==> src/rtl/touch_adc_responder.sv <==
// Far-end model of an ADS7843-style touch ADC: decodes the control byte, serialises an X/Y sample, models the pen IRQ.
// Optional pen interrupt model is enabled by TOUCH_RESP_PENIRQ_EN; without it interrupt is tied high.
module touch_adc_responder #(
  parameter int         SYNC_STAGES = 2,
  parameter logic [2:0] X_CHAN      = 3'b001,
  parameter logic [2:0] Y_CHAN      = 3'b101
) (
  input  logic        Clk,
  input  logic        rst,
  input  logic        TP_CS,
  input  logic        TP_DCLK,
  input  logic        DIN,
  output logic        DOUT,
  output logic        busy,
  output logic        interrupt,
  input  logic        pen_down,
  input  logic [11:0] x_sample,
  input  logic [11:0] y_sample
);

  typedef enum logic [2:0] {HUNT, CTRL, CONV, DATA, DONE} state_t;

  logic [SYNC_STAGES-1:0] cs_sync, dclk_sync, din_sync;
  logic                   dclk_prev;
  logic                   cs_s, din_s, rise, fall;

  state_t      state, state_n;
  logic [3:0]  cnt, cnt_n;
  logic [5:0]  sh, sh_n;
  logic        mode, mode_n;
  logic [11:0] samp, samp_n;
  logic        busy_n, dout_n;
  logic        pd0, pd0_n;
  logic        unused_ctrl;

  assign cs_s  = cs_sync[SYNC_STAGES-1];
  assign din_s = din_sync[SYNC_STAGES-1];
  assign rise  = dclk_sync[SYNC_STAGES-1] & ~dclk_prev;
  assign fall  = ~dclk_sync[SYNC_STAGES-1] & dclk_prev;
  // SER/DFR and PD1 are shifted in but have no effect on this model
  assign unused_ctrl = ^sh[1:0];

  always_ff @(posedge Clk or posedge rst) begin
    if (rst) begin
      cs_sync   <= '1;
      dclk_sync <= '0;
      din_sync  <= '0;
      dclk_prev <= 1'b0;
    end else begin
      cs_sync   <= {cs_sync[SYNC_STAGES-2:0], TP_CS};
      dclk_sync <= {dclk_sync[SYNC_STAGES-2:0], TP_DCLK};
      din_sync  <= {din_sync[SYNC_STAGES-2:0], DIN};
      dclk_prev <= dclk_sync[SYNC_STAGES-1];
    end
  end

  always_ff @(posedge Clk or posedge rst) begin
    if (rst) begin
      state <= HUNT;
      cnt   <= 4'd0;
      sh    <= 6'd0;
      mode  <= 1'b0;
      samp  <= 12'h000;
      busy  <= 1'b0;
      DOUT  <= 1'b0;
      pd0   <= 1'b0;
    end else begin
      state <= state_n;
      cnt   <= cnt_n;
      sh    <= sh_n;
      mode  <= mode_n;
      samp  <= samp_n;
      busy  <= busy_n;
      DOUT  <= dout_n;
      pd0   <= pd0_n;
    end
  end

  always_comb begin
    state_n = state;
    cnt_n   = cnt;
    sh_n    = sh;
    mode_n  = mode;
    samp_n  = samp;
    busy_n  = busy;
    dout_n  = DOUT;
    pd0_n   = pd0;
    // Deselect overrides any coincident DCLK edge
    if (cs_s) begin
      state_n = HUNT;
      busy_n  = 1'b0;
      dout_n  = 1'b0;
    end else begin
      case (state)
        HUNT, DONE: begin
          dout_n = 1'b0;
          if (rise && din_s) begin
            state_n = CTRL;
            cnt_n   = 4'd1;
          end
        end
        CTRL: begin
          if (rise) begin
            if (cnt == 4'd7) begin
              mode_n  = sh[2];
              pd0_n   = din_s;
              if (sh[5:3] == X_CHAN)      samp_n = x_sample;
              else if (sh[5:3] == Y_CHAN) samp_n = y_sample;
              else                        samp_n = 12'h000;
              busy_n  = 1'b0;
              cnt_n   = 4'd0;
              state_n = CONV;
            end else begin
              sh_n  = {sh[4:0], din_s};
              cnt_n = cnt + 4'd1;
            end
          end
        end
        CONV: begin
          if (fall) begin
            if (!busy) begin
              busy_n = 1'b1;
            end else begin
              busy_n  = 1'b0;
              dout_n  = samp[11];
              samp_n  = {samp[10:0], 1'b0};
              cnt_n   = 4'd1;
              state_n = DATA;
            end
          end
        end
        DATA: begin
          // cnt holds the number of bits already driven
          if (fall) begin
            if (cnt == (mode ? 4'd8 : 4'd12)) begin
              dout_n  = 1'b0;
              state_n = DONE;
            end else begin
              dout_n = samp[11];
              samp_n = {samp[10:0], 1'b0};
              cnt_n  = cnt + 4'd1;
            end
          end
        end
        default: state_n = HUNT;
      endcase
    end
  end

`ifdef TOUCH_RESP_PENIRQ_EN
  always_ff @(posedge Clk or posedge rst) begin
    if (rst) interrupt <= 1'b1;
    else     interrupt <= ~(pen_down & ~pd0);
  end
`else
  logic unused_pen;
  logic unused_pd0;
  assign unused_pen = pen_down;
  assign unused_pd0 = pd0;
  assign interrupt  = 1'b1;
`endif

endmodule
==> config.mk <==
export PLATFORM = sky130hd
export DESIGN_NAME = touch_adc_responder
export DESIGN_NICKNAME = d
export VERILOG_FILES = /design/src/rtl/touch_adc_responder.sv
export SDC_FILE = /design/constraint.sdc
export NUM_CORES = 1
export LEC_CHECK = 0
export ABC_CLOCK_PERIOD_IN_PS = 2400
export BUFFER_PORTS_ARGS = -buffer_cell sky130_fd_sc_hd__buf_2
export CAP_MARGIN = 40
export CORE_ASPECT_RATIO = 0.7
export CORE_MARGIN = 4
export CORE_UTILIZATION = 55
export DETAILED_ROUTE_END_ITERATION = 10
export PLACE_DENSITY = 0.79
export RECOVER_POWER = 25
export SLEW_MARGIN = 10
export SYNTH_ARGS = -nofsm -noshare
export SYNTH_HDL_FRONTEND = slang
export SYNTH_SLANG_ARGS = --single-unit
export TNS_END_PERCENT = 1
==> constraint.sdc <==
create_clock -name Clk -period 2.4 [get_ports Clk]
set_input_delay 0.12 -clock Clk [delete_from_list [all_inputs] [get_ports Clk]]
set_output_delay 0.12 -clock Clk [all_outputs]
set_load 0.005 [all_outputs]
==> Word level (Yosys, flattened, before mapping) <==
Cells that the tools add are included.
W data, S select, Z words.
{ "word_totals": {"regBits": 35, "inputBits": 30, "out_inout_bits": 3, "elab_cells": 93} }
{ "classes": {"n_addsub": 1, "n_eq_ne": 22, "mux": 39, "bitwise_logic": 6, "reduce_logical": 14} }
{ "op_table": {"columns": ["cell", "n"], "rows": [
  ["$mux W12", 8],
  ["$pmux W12 S3", 1],
  ["$mux W4", 7],
  ["$mux W3", 9],
  ["$ne A3 B3 Y1 const B", 7],
  ["$pmux W4 S4", 1],
  ["$reduce_and A4 Y1", 4],
  ["$reduce_and A8 Y1", 2],
  ["$ne A2 B2 Y1 const B", 7],
  ["$pmux W3 S4", 1],
  ["$mux W1", 10],
  ["$reduce_bool A4 Y1", 2],
  ["$reduce_and A7 Y1", 1],
  ["$eq A3 B1 Y1 const B", 2],
  ["$eq A3 B2 Y1 const B", 2],
  ["$eq A3 B3 Y1 const B", 2],
  ["$reduce_bool A3 Y1", 2],
  ["$add A4 B1 Y4 const B", 1],
  ["$eq A4 B3 Y1 const B", 1],
  ["$eq A4 B4 Y1", 1],
  ["$not A1 Y1", 4],
  ["$logic_not A3 Y1", 1],
  ["$pmux W1 S3", 1],
  ["$and A1 B1 Y1", 2],
  ["3 further kinds", 3]
]} }

==> Logic depth before layout (Yosys ltp) <==
Gate-level depths: netlist of run 1.
{ "logic_depth": {"ltp_word": 6, "ltp_mapped": 7, "depth_no_buf": 6} }

==> Worst setup path before layout of run 1 <==
OpenSTA, ideal clock, no wires.
{ "synth_path": {"path_kind": "register to register", "from": "reg dclk_sync[1]", "to": "reg samp[0]", "setup_time_ns": 0.125, "arrival_ns": 1.765, "required_ns": 2.275, "setup_slack_ns": 0.510, "path_stages_with_launch": 7, "n_path_buf": 1, "synth_period_minus_slack_ns": 1.890, "path_cell_list": "dfrtp_1 nand2b_4 o21ai_4 o21ai_1 or4_4 buf_6 mux2_4"} }
{ "synth_via": {"elab_chain_cells": 4, "word_cells_on_any_way": 7, "cone_classes": "eq/ne (3); bitwise (3); reduce/logical (1)"} }
{ "synth_rtl": {"columns": ["item", "line_no", "text"], "rows": [
  ["start: declaration", "23", "logic [SYNC_STAGES-1:0] cs_sync, dclk_sync, din_sync;"],
  ["start signal: assignment", "51", "dclk_sync <= {dclk_sync[SYNC_STAGES-2:0], TP_DCLK};"],
  ["$not A1 Y1", "39", "assign fall = ~dclk_sync[SYNC_STAGES-1] & dclk_prev;"],
  ["$and A1 B1 Y1", "39", null],
  ["$ne A2 B2 Y1 (no source line)", null, null],
  ["$reduce_and A8 Y1 (no source line) *", null, null],
  ["end signal: assignment", "72", "samp <= samp_n;"],
  ["end: declaration", "31", "logic [11:0] samp, samp_n;"]
]} }
Every way passes the cells marked *; elsewhere a longest branch is shown, timed or not.
A chain may end at the register's enable or synchronous reset.

==> Worst setup path after layout of run 1 <==
{ "layout_path": {"from": "reg state[0]", "to": "reg samp[11]"} }
{ "layout_via": {"elab_chain_cells": 3, "word_cells_on_any_way": 12, "cone_classes": "eq/ne (9); mux (1); reduce/logical (2)"} }
{ "layout_rtl": {"columns": ["item", "line_no", "text"], "rows": [
  ["start: declaration", "27", "state_t state, state_n;"],
  ["start signal: assignment", "68", "state <= state_n;"],
  ["$eq A3 B1 Y1 / $eq A3 B2 Y1 (equally long branches)", "94", "case (state)"],
  ["$ne A2 B2 Y1 (no source line) / $reduce_bool A3 Y1 (equally long branches)", null, null],
  ["$reduce_and A8 Y1 (no source line)", null, null]
]} }
Several ways; a longest one is shown, not always the timed one.

==> results of run 1 <==
-- power by group through the flow --
stage | logic [W] | clock network, W | registers (W)
floorplan | 0.000193 | 0 | 0.000702
global placement | 0.000225 | 0 | 0.000719
finish | 0.000243 | 0.000420 | 0.000717
global route | 0.000280 | 0.000454 | 0.000726
detailed placement | 0.000240 | 0 | 0.000727
CTS | 0.000247 | 0.000430 | 0.000716
-- per-stage QoR --
stage,area (um^2),total power (W)
6_report,2130,0.00138
5_1_grt,2130,0.00146
4_1_cts,2130,0.00139
3_5_place_dp,2010,0.000967
3_3_place_gp,2010,0.000944
2_1_floorplan,1830,0.000895
-- how the worst max path moves through the flow --
stage | endpoint | slack, ns | cells after the start
6_report | samp[11] | 0.34 | 5
5_1_grt | samp[10] | 0.25 | 6
4_1_cts | samp[10] | 0.34 | 5
3_5_place_dp | samp[10] | 0.36 | 5
3_3_place_gp | samp[11] | 0.41 | 5
2_1_floorplan | samp[0] | 0.51 | 6
-- registers in the layout, indices dropped and copies added, names as in the netlist --
signal,count
dclk_sync,2
state,3
din_sync,2
cnt,4
dclk_prev,1
mode,1
DOUT,1
busy,1
cs_sync,2
sh,6
samp,12
-- synth_stat cells (2+ instances only) --
master	n	area (um^2)
a211oi_1	2	15.0
a21oi_1	4	20.0
buf_4	2	15.0
clkbuf_1	5	18.8
dfrtp_1	33	826
dfstp_2	2	52.6
ha_1	2	25.0
inv_1	7	26.3
mux2_1	2	22.5
mux2_2	7	78.8
mux2_4	10	150
mux2i_1	13	130
nand2_1	16	60.1
nand2b_1	4	25.0
nand3_1	4	20.0
nand3b_1	3	22.5
nor2_1	12	45.0
nor2b_1	3	18.8
nor3_1	2	10.0
o2111ai_1	2	17.5
o21ai_0	14	70.1
o21ai_1	2	10.0
o41ai_1	2	17.5
-- metal layers --
layer | share of wire | GRT usage | vias to the layer above
li1 | - | - | 661
met1 | 0.43 | 0.230 | 682
met2 | 0.50 | 0.306 | 44
met3 | 0.056 | 0.0481 | 8
met4 | 0.015 | 0.0863 | 0
met5 | 0 | 0 | -
-- cell families (layout without fill, tap and decap cells) --
| family | count (synthesis) | after routing | synth area share |
|---|---|---|---|
| flip-flops | 35 | 35 | 0.479 |
| XOR/XNOR | 2 | 2 | 0.00956 |
| other | 1 | 1 | 0.00205 |
| multiplexers | 32 | 32 | 0.208 |
| buffers and inverters | 15 | 52 | 0.0389 |
| AND/OR/NAND/NOR | 49 | 49 | 0.134 |
| adder cells (fa/ha/maj) | 2 | 2 | 0.0136 |
| AO/OA/AOI/OAI | 32 | 32 | 0.115 |
-- final cells by class --
class / count / area (um^2)
Clock inverter: 2 / 12.5
Sequential cell: 35 / 878
Fill cell: 242 / 1040
Clock buffer: 6 / 72.6
Timing Repair Buffer: 37 / 210
Tap cell: 38 / 47.5
Inverter: 7 / 26.3
Multi-Input combinational cell: 118 / 883
-- worst reg2reg max path: stages, from the launching register on --
cell and delay (ns):
dfrtp_1 0.50, nor2_1 0.12, o21ai_4 0.22, o21ai_1 0.11
or4_4 0.63, mux2_1 0.36
-- repair_timing --
action                                  CTS  global route
hold endpoints to repair                 36             0
hold buffers                              4             0
endpoints found under the setup margin    0             0
==> run summary, run 1 <==
Outcome - complete, no violations
HPWL Detailed - 2700 um
TNS Setup - 0 ns
Register area share after synthesis - 0.479
Std cell rows - 17
CP Class - reg -> reg
Grt total ovfl - 0
YS warnings - 0
ANT cells - 0
Unique cell type count in the Yosys netlist - 38
Die Wd - 77 um
# IOs - 33
Reg-to-reg slack, setup - 0.34 ns
Die area - 0.00434 mm^2
Global-route usage over all layers - 0.186
Relative slew slack - 0.438
Hold Crit Class - in -> reg
Hold Path Depth - 4
TritonCTS clock tree - yes
Combinational share of power - 0.176
Buffer count from post-CTS setup fixing - 0
RSZ-0062 raised after global routing - false
Worst vdd ir - 0.000421 V
Worst endpoint required time - 2.57 ns
Final antenna-violating net count - 0
Reg-to-reg endpoint - samp[11]
Async S/R FF share, synth - 1.00
Worst-path fanout max - 12
Root Buffer - clkbuf_8
Final Slew Violations - 0
Routability cong. - 0.858
Routed vias/inst - 5.74
Fmax achieved - 0.485 GHz
Final Hold Fails - 0
Post-synth EDFFs - 0
Reg2reg path depth - 5
Reg clk slew, reported paths - 0.07 ns
Tcrit/Tclk final - 0.860
Worst reg2reg path startpoint - state[0]
Syn Nets - 200
CP cell instances - nor2_1 -> o21ai_4 -> o21ai_1 -> or4_4 -> mux2_1
Internal power - 0.000980 W
Worst path slowest cell - or4_4
Fin crit period - 2.06 ns
PwrDens - 647 mW/mm^2
# placed instances - 231
Setup crit end kind - flop
Critical path's largest stage delay - 0.63 ns
Vias in the first global route - 1,378
Hold EP - samp[0]
Placement Setup Slack - 0.365 ns
Hold_sp - x_sample[0]
Largest net degree at the start of global routing - 36
Fin Hold WS - 0.200 ns
Commonest non-fill, non-tap cell in the layout - dfrtp_1
Switching Fraction - 0.290
CTS Sinks - 35
Leak Pwr - 0.949 nW
Clock skew - 0.00743 ns
WL per Instance - 15.2 um
Initial Util - 0.578
Vias - 1,395
Core area - 0.00317 mm^2
First-pass DRT Iterations - 4
Max Root-Sink Buffers - 2
Fin nets - 236
Primary FF master, synth - dfrtp_1
CP arrival - 2.23 ns
Buffers on Ports - 30
Mapped Area - 0.00183 mm^2
Register bit total from synthesis - 35
H-tree depth - 2
Final wirelength - 3700 um
Critical path launch point type - flop
Core Util, Final - 0.672
Crit path launch - state[0]
Slew @ Worst Pin - 0.844 ns
Initial DRC count - 160
Top Family by Delay on Critical Path - simple AND/OR/NAND/NOR gates
Post-CTS Resized - 0
Avg Inst Size Synth - 10.9 um^2
DRC viols - 0
Antenna violations before repair - 0
CTS buffer count - 5
Area Overhead vs Synth - 16.2%
Clock power frac - 0.304
First-pass GRT wire length - 6240 um
Sequential fraction of design power - 0.520
Max-Cap Viols - 0
Net Sw Power - 0.000399 W
Commonest non-fill, non-tap cells in the layout - 33 x dfrtp_1, 30 x buf_2, 16 x nand2_1, 14 x o21ai_0, 13 x mux2i_1
Fin cells - 243
Syn Inst Count - 168
WP buf/inv - 0
Clk_lat worst skew - 0.29 ns
Setup violators final - 0
Chip height - 56.3 um
Share of cells above drive strength 1 - 0.312
Setup ws final - 0.337 ns
(Power assumes the default switching activity.)
==> inputs of run 2 (changes only) <==
--- a/config.mk
+++ b/config.mk
@@ -14,6 +14,7 @@
 export DETAILED_ROUTE_END_ITERATION = 10
 export PLACE_DENSITY = 0.79
 export RECOVER_POWER = 25
+export SETUP_SLACK_MARGIN = 0.05
 export SLEW_MARGIN = 10
 export SYNTH_ARGS = -nofsm -noshare
 export SYNTH_HDL_FRONTEND = slang
==> constraint.sdc (replaced) <==
create_clock -name Clk -period 2.4 [get_ports Clk]
set_input_delay 0.48 -clock Clk [delete_from_list [all_inputs] [get_ports Clk]]
set_output_delay 0.48 -clock Clk [all_outputs]
set_load 0.005 [all_outputs]
==> run summary, run 2 (synthesis results as in run 1) <==
Vias - 1,402 (+0.50%)
Antenna violations before repair - 0 (unchanged)
Commonest non-fill, non-tap cells in the layout - 33 x dfrtp_1, 30 x buf_2, 16 x nand2_1, 14 x o21ai_0, 13 x mux2i_1
Final wirelength - 3680 um (-0.59%)
HPWL Detailed - 2690 um (-0.67%)
Fmax achieved - 0.478 GHz (-1.4%)
Clk_lat worst skew - 0.29 ns (about the same)
Buffers on Ports - 30 (unchanged)
# IOs - 33 (unchanged)
Tcrit/Tclk final - 0.872 (+0.0125)
Largest reg by FF count - samp
CP arrival - 2.26 ns (+0.03 ns)
Post-CTS Resized - 0 (unchanged)
Fin Hold WS - 0.295 ns (+0.0949 ns)
Leak Pwr - 0.940 nW (-0.89%)
Final Hold Fails - 0 (unchanged)
Fill cell count - 242 (unchanged)
Placement Setup Slack - 0.344 ns (-0.0205 ns)
Fin nets - 232 (-1.7%)
Worst-path fanout max - 12 (unchanged)
Footprint of the multi-input gates - 883 um^2 (unchanged)
Hold-fix buffers at CTS - 0 (-4)
Die area - 0.00434 mm^2 (unchanged)
Failing checks - capacitance limit, slew limit
Fin crit period - 2.09 ns (+0.0300 ns)
Outcome - finished, violations left
Std cell rows - 17 (unchanged)
CTS Sinks - 35 (unchanged)
Vias in the first global route - 1,397 (+1.4%)
CP Class - reg -> reg
ANT cells - 0 (unchanged)
Reg clk slew, reported paths - 0.07 ns (about the same)
First-pass GRT wire length - 6260 um (+0.34%)
Worst vdd ir - 0.000440 V (+4.4%)
Max-Cap Viols - 1 (+1)
TritonCTS clock tree - yes
Area Overhead vs Synth - 15.2%
Max reg flops - 12 (unchanged)
Area after DPL - 0.00201 mm^2 (unchanged)
Grt total ovfl - 0 (unchanged)
Largest net degree at the start of global routing - 36 (unchanged)
Commonest non-fill, non-tap cell in the layout - dfrtp_1
Buffer count from post-CTS setup fixing - 0 (unchanged)
TNS Setup - 0 ns (unchanged)
Max Root-Sink Buffers - 2 (unchanged)
Hold Crit Class - in -> reg
CTS buffer count - 5 (unchanged)
Setup crit end kind - flop
PwrDens - 699 mW/mm^2 (+8.0%)
Chip height - 56.3 um (unchanged)
Routed vias/inst - 5.87 (+2.2%)
Initial DRC count - 169 (+5.6%)
Finished Cell Area - 0.00211 mm^2 (-0.94%)
Slew @ Worst Pin - 1.82 ns (+0.978 ns)
DRC viols - 0 (unchanged)
RSZ-0062 raised after global routing - false
Worst endpoint required time - 2.57 ns (about the same)
H-tree depth - 2 (unchanged)
Setup violators final - 0 (unchanged)
# placed instances - 231 (unchanged)
Die Wd - 77 um (unchanged)
Clock skew - 0.00853 ns (+0.00110 ns)
Routability cong. - 0.858 (about the same)
Fin cells - 239 (-1.6%)
Top flop regs - samp x12, sh x6, cnt x4
First-pass DRT Iterations - 5 (+1)
Register area - 878 um^2 (unchanged)
Final Slew Violations - 36 (+36)
Core area - 0.00317 mm^2 (unchanged)
Setup ws final - 0.307 ns (-0.0300 ns)
Final antenna-violating net count - 0 (unchanged)
Initial Util - 0.578 (unchanged)
Root Buffer - clkbuf_8
Relative slew slack - -0.214 (-0.652)
WL per Instance - 15.4 um (+1.1%)
Critical path launch point type - flop
Share of cells above drive strength 1 - 0.308 (-0.00374)
Global-route usage over all layers - 0.184 (-0.00231)
[run 2: final cells by class]
class | instances | share of cell area
clock buffer | 7 | 0.0362
clock inverter | 1 | 0.0142
tap | 38 | 0.0225
timing repair buffer | 33 | 0.0800
inverter | 7 | 0.0124
multi-input combinational | 118 | 0.418
sequential | 35 | 0.416
[run 2: per-stage QoR]
stage	utilization	power [W]
CTS	0.667	0.00149
global placement	0.634	0.000944
global route	0.666	0.00156
detailed placement	0.634	0.000975
finish	0.666	0.00148
floorplan	-	0.000895
[run 2: path summary, 6_finish.rpt]
check	start	endpoint	slack, ns	cells after the start
max in group asynchronous	rst	state[1]	0.51	3
min	TP_CS	cs_sync[0]	0.29	1
max reg2reg	state[0]	samp[10]	0.31	5
max	state[0]	samp[10]	0.31	5
min reg2reg	din_sync[0]	din_sync[1]	0.35	0
min in group asynchronous	rst	sh[2]	0.84	3
[run 2: routing by layer]
metal / routed length, um / GRT usage / vias up
met1: 1560 / 0.223 / 659
met3: 259 / 0.0465 / 12
li1: - / - / 654
met2: 1770 / 0.310 / 77
met4: 91 / 0.0812 / 0
met5: 0 / 0 / -
[run 2: critical path, cell delays in order, from the launching register on]
cell and delay [ns]:
dfrtp_1 0.53, nor2_1 0.13, o21ai_4 0.22, o21ai_1 0.11
or4_4 0.63, mux2_1 0.36
[run 2: power breakdown]
group	total [W]	switching (W)	internal [W]
combinational	0.000246	0.000129	0.000117
sequential	0.000720	0.0000630	0.000657
clock	0.000510	0.000199	0.000311
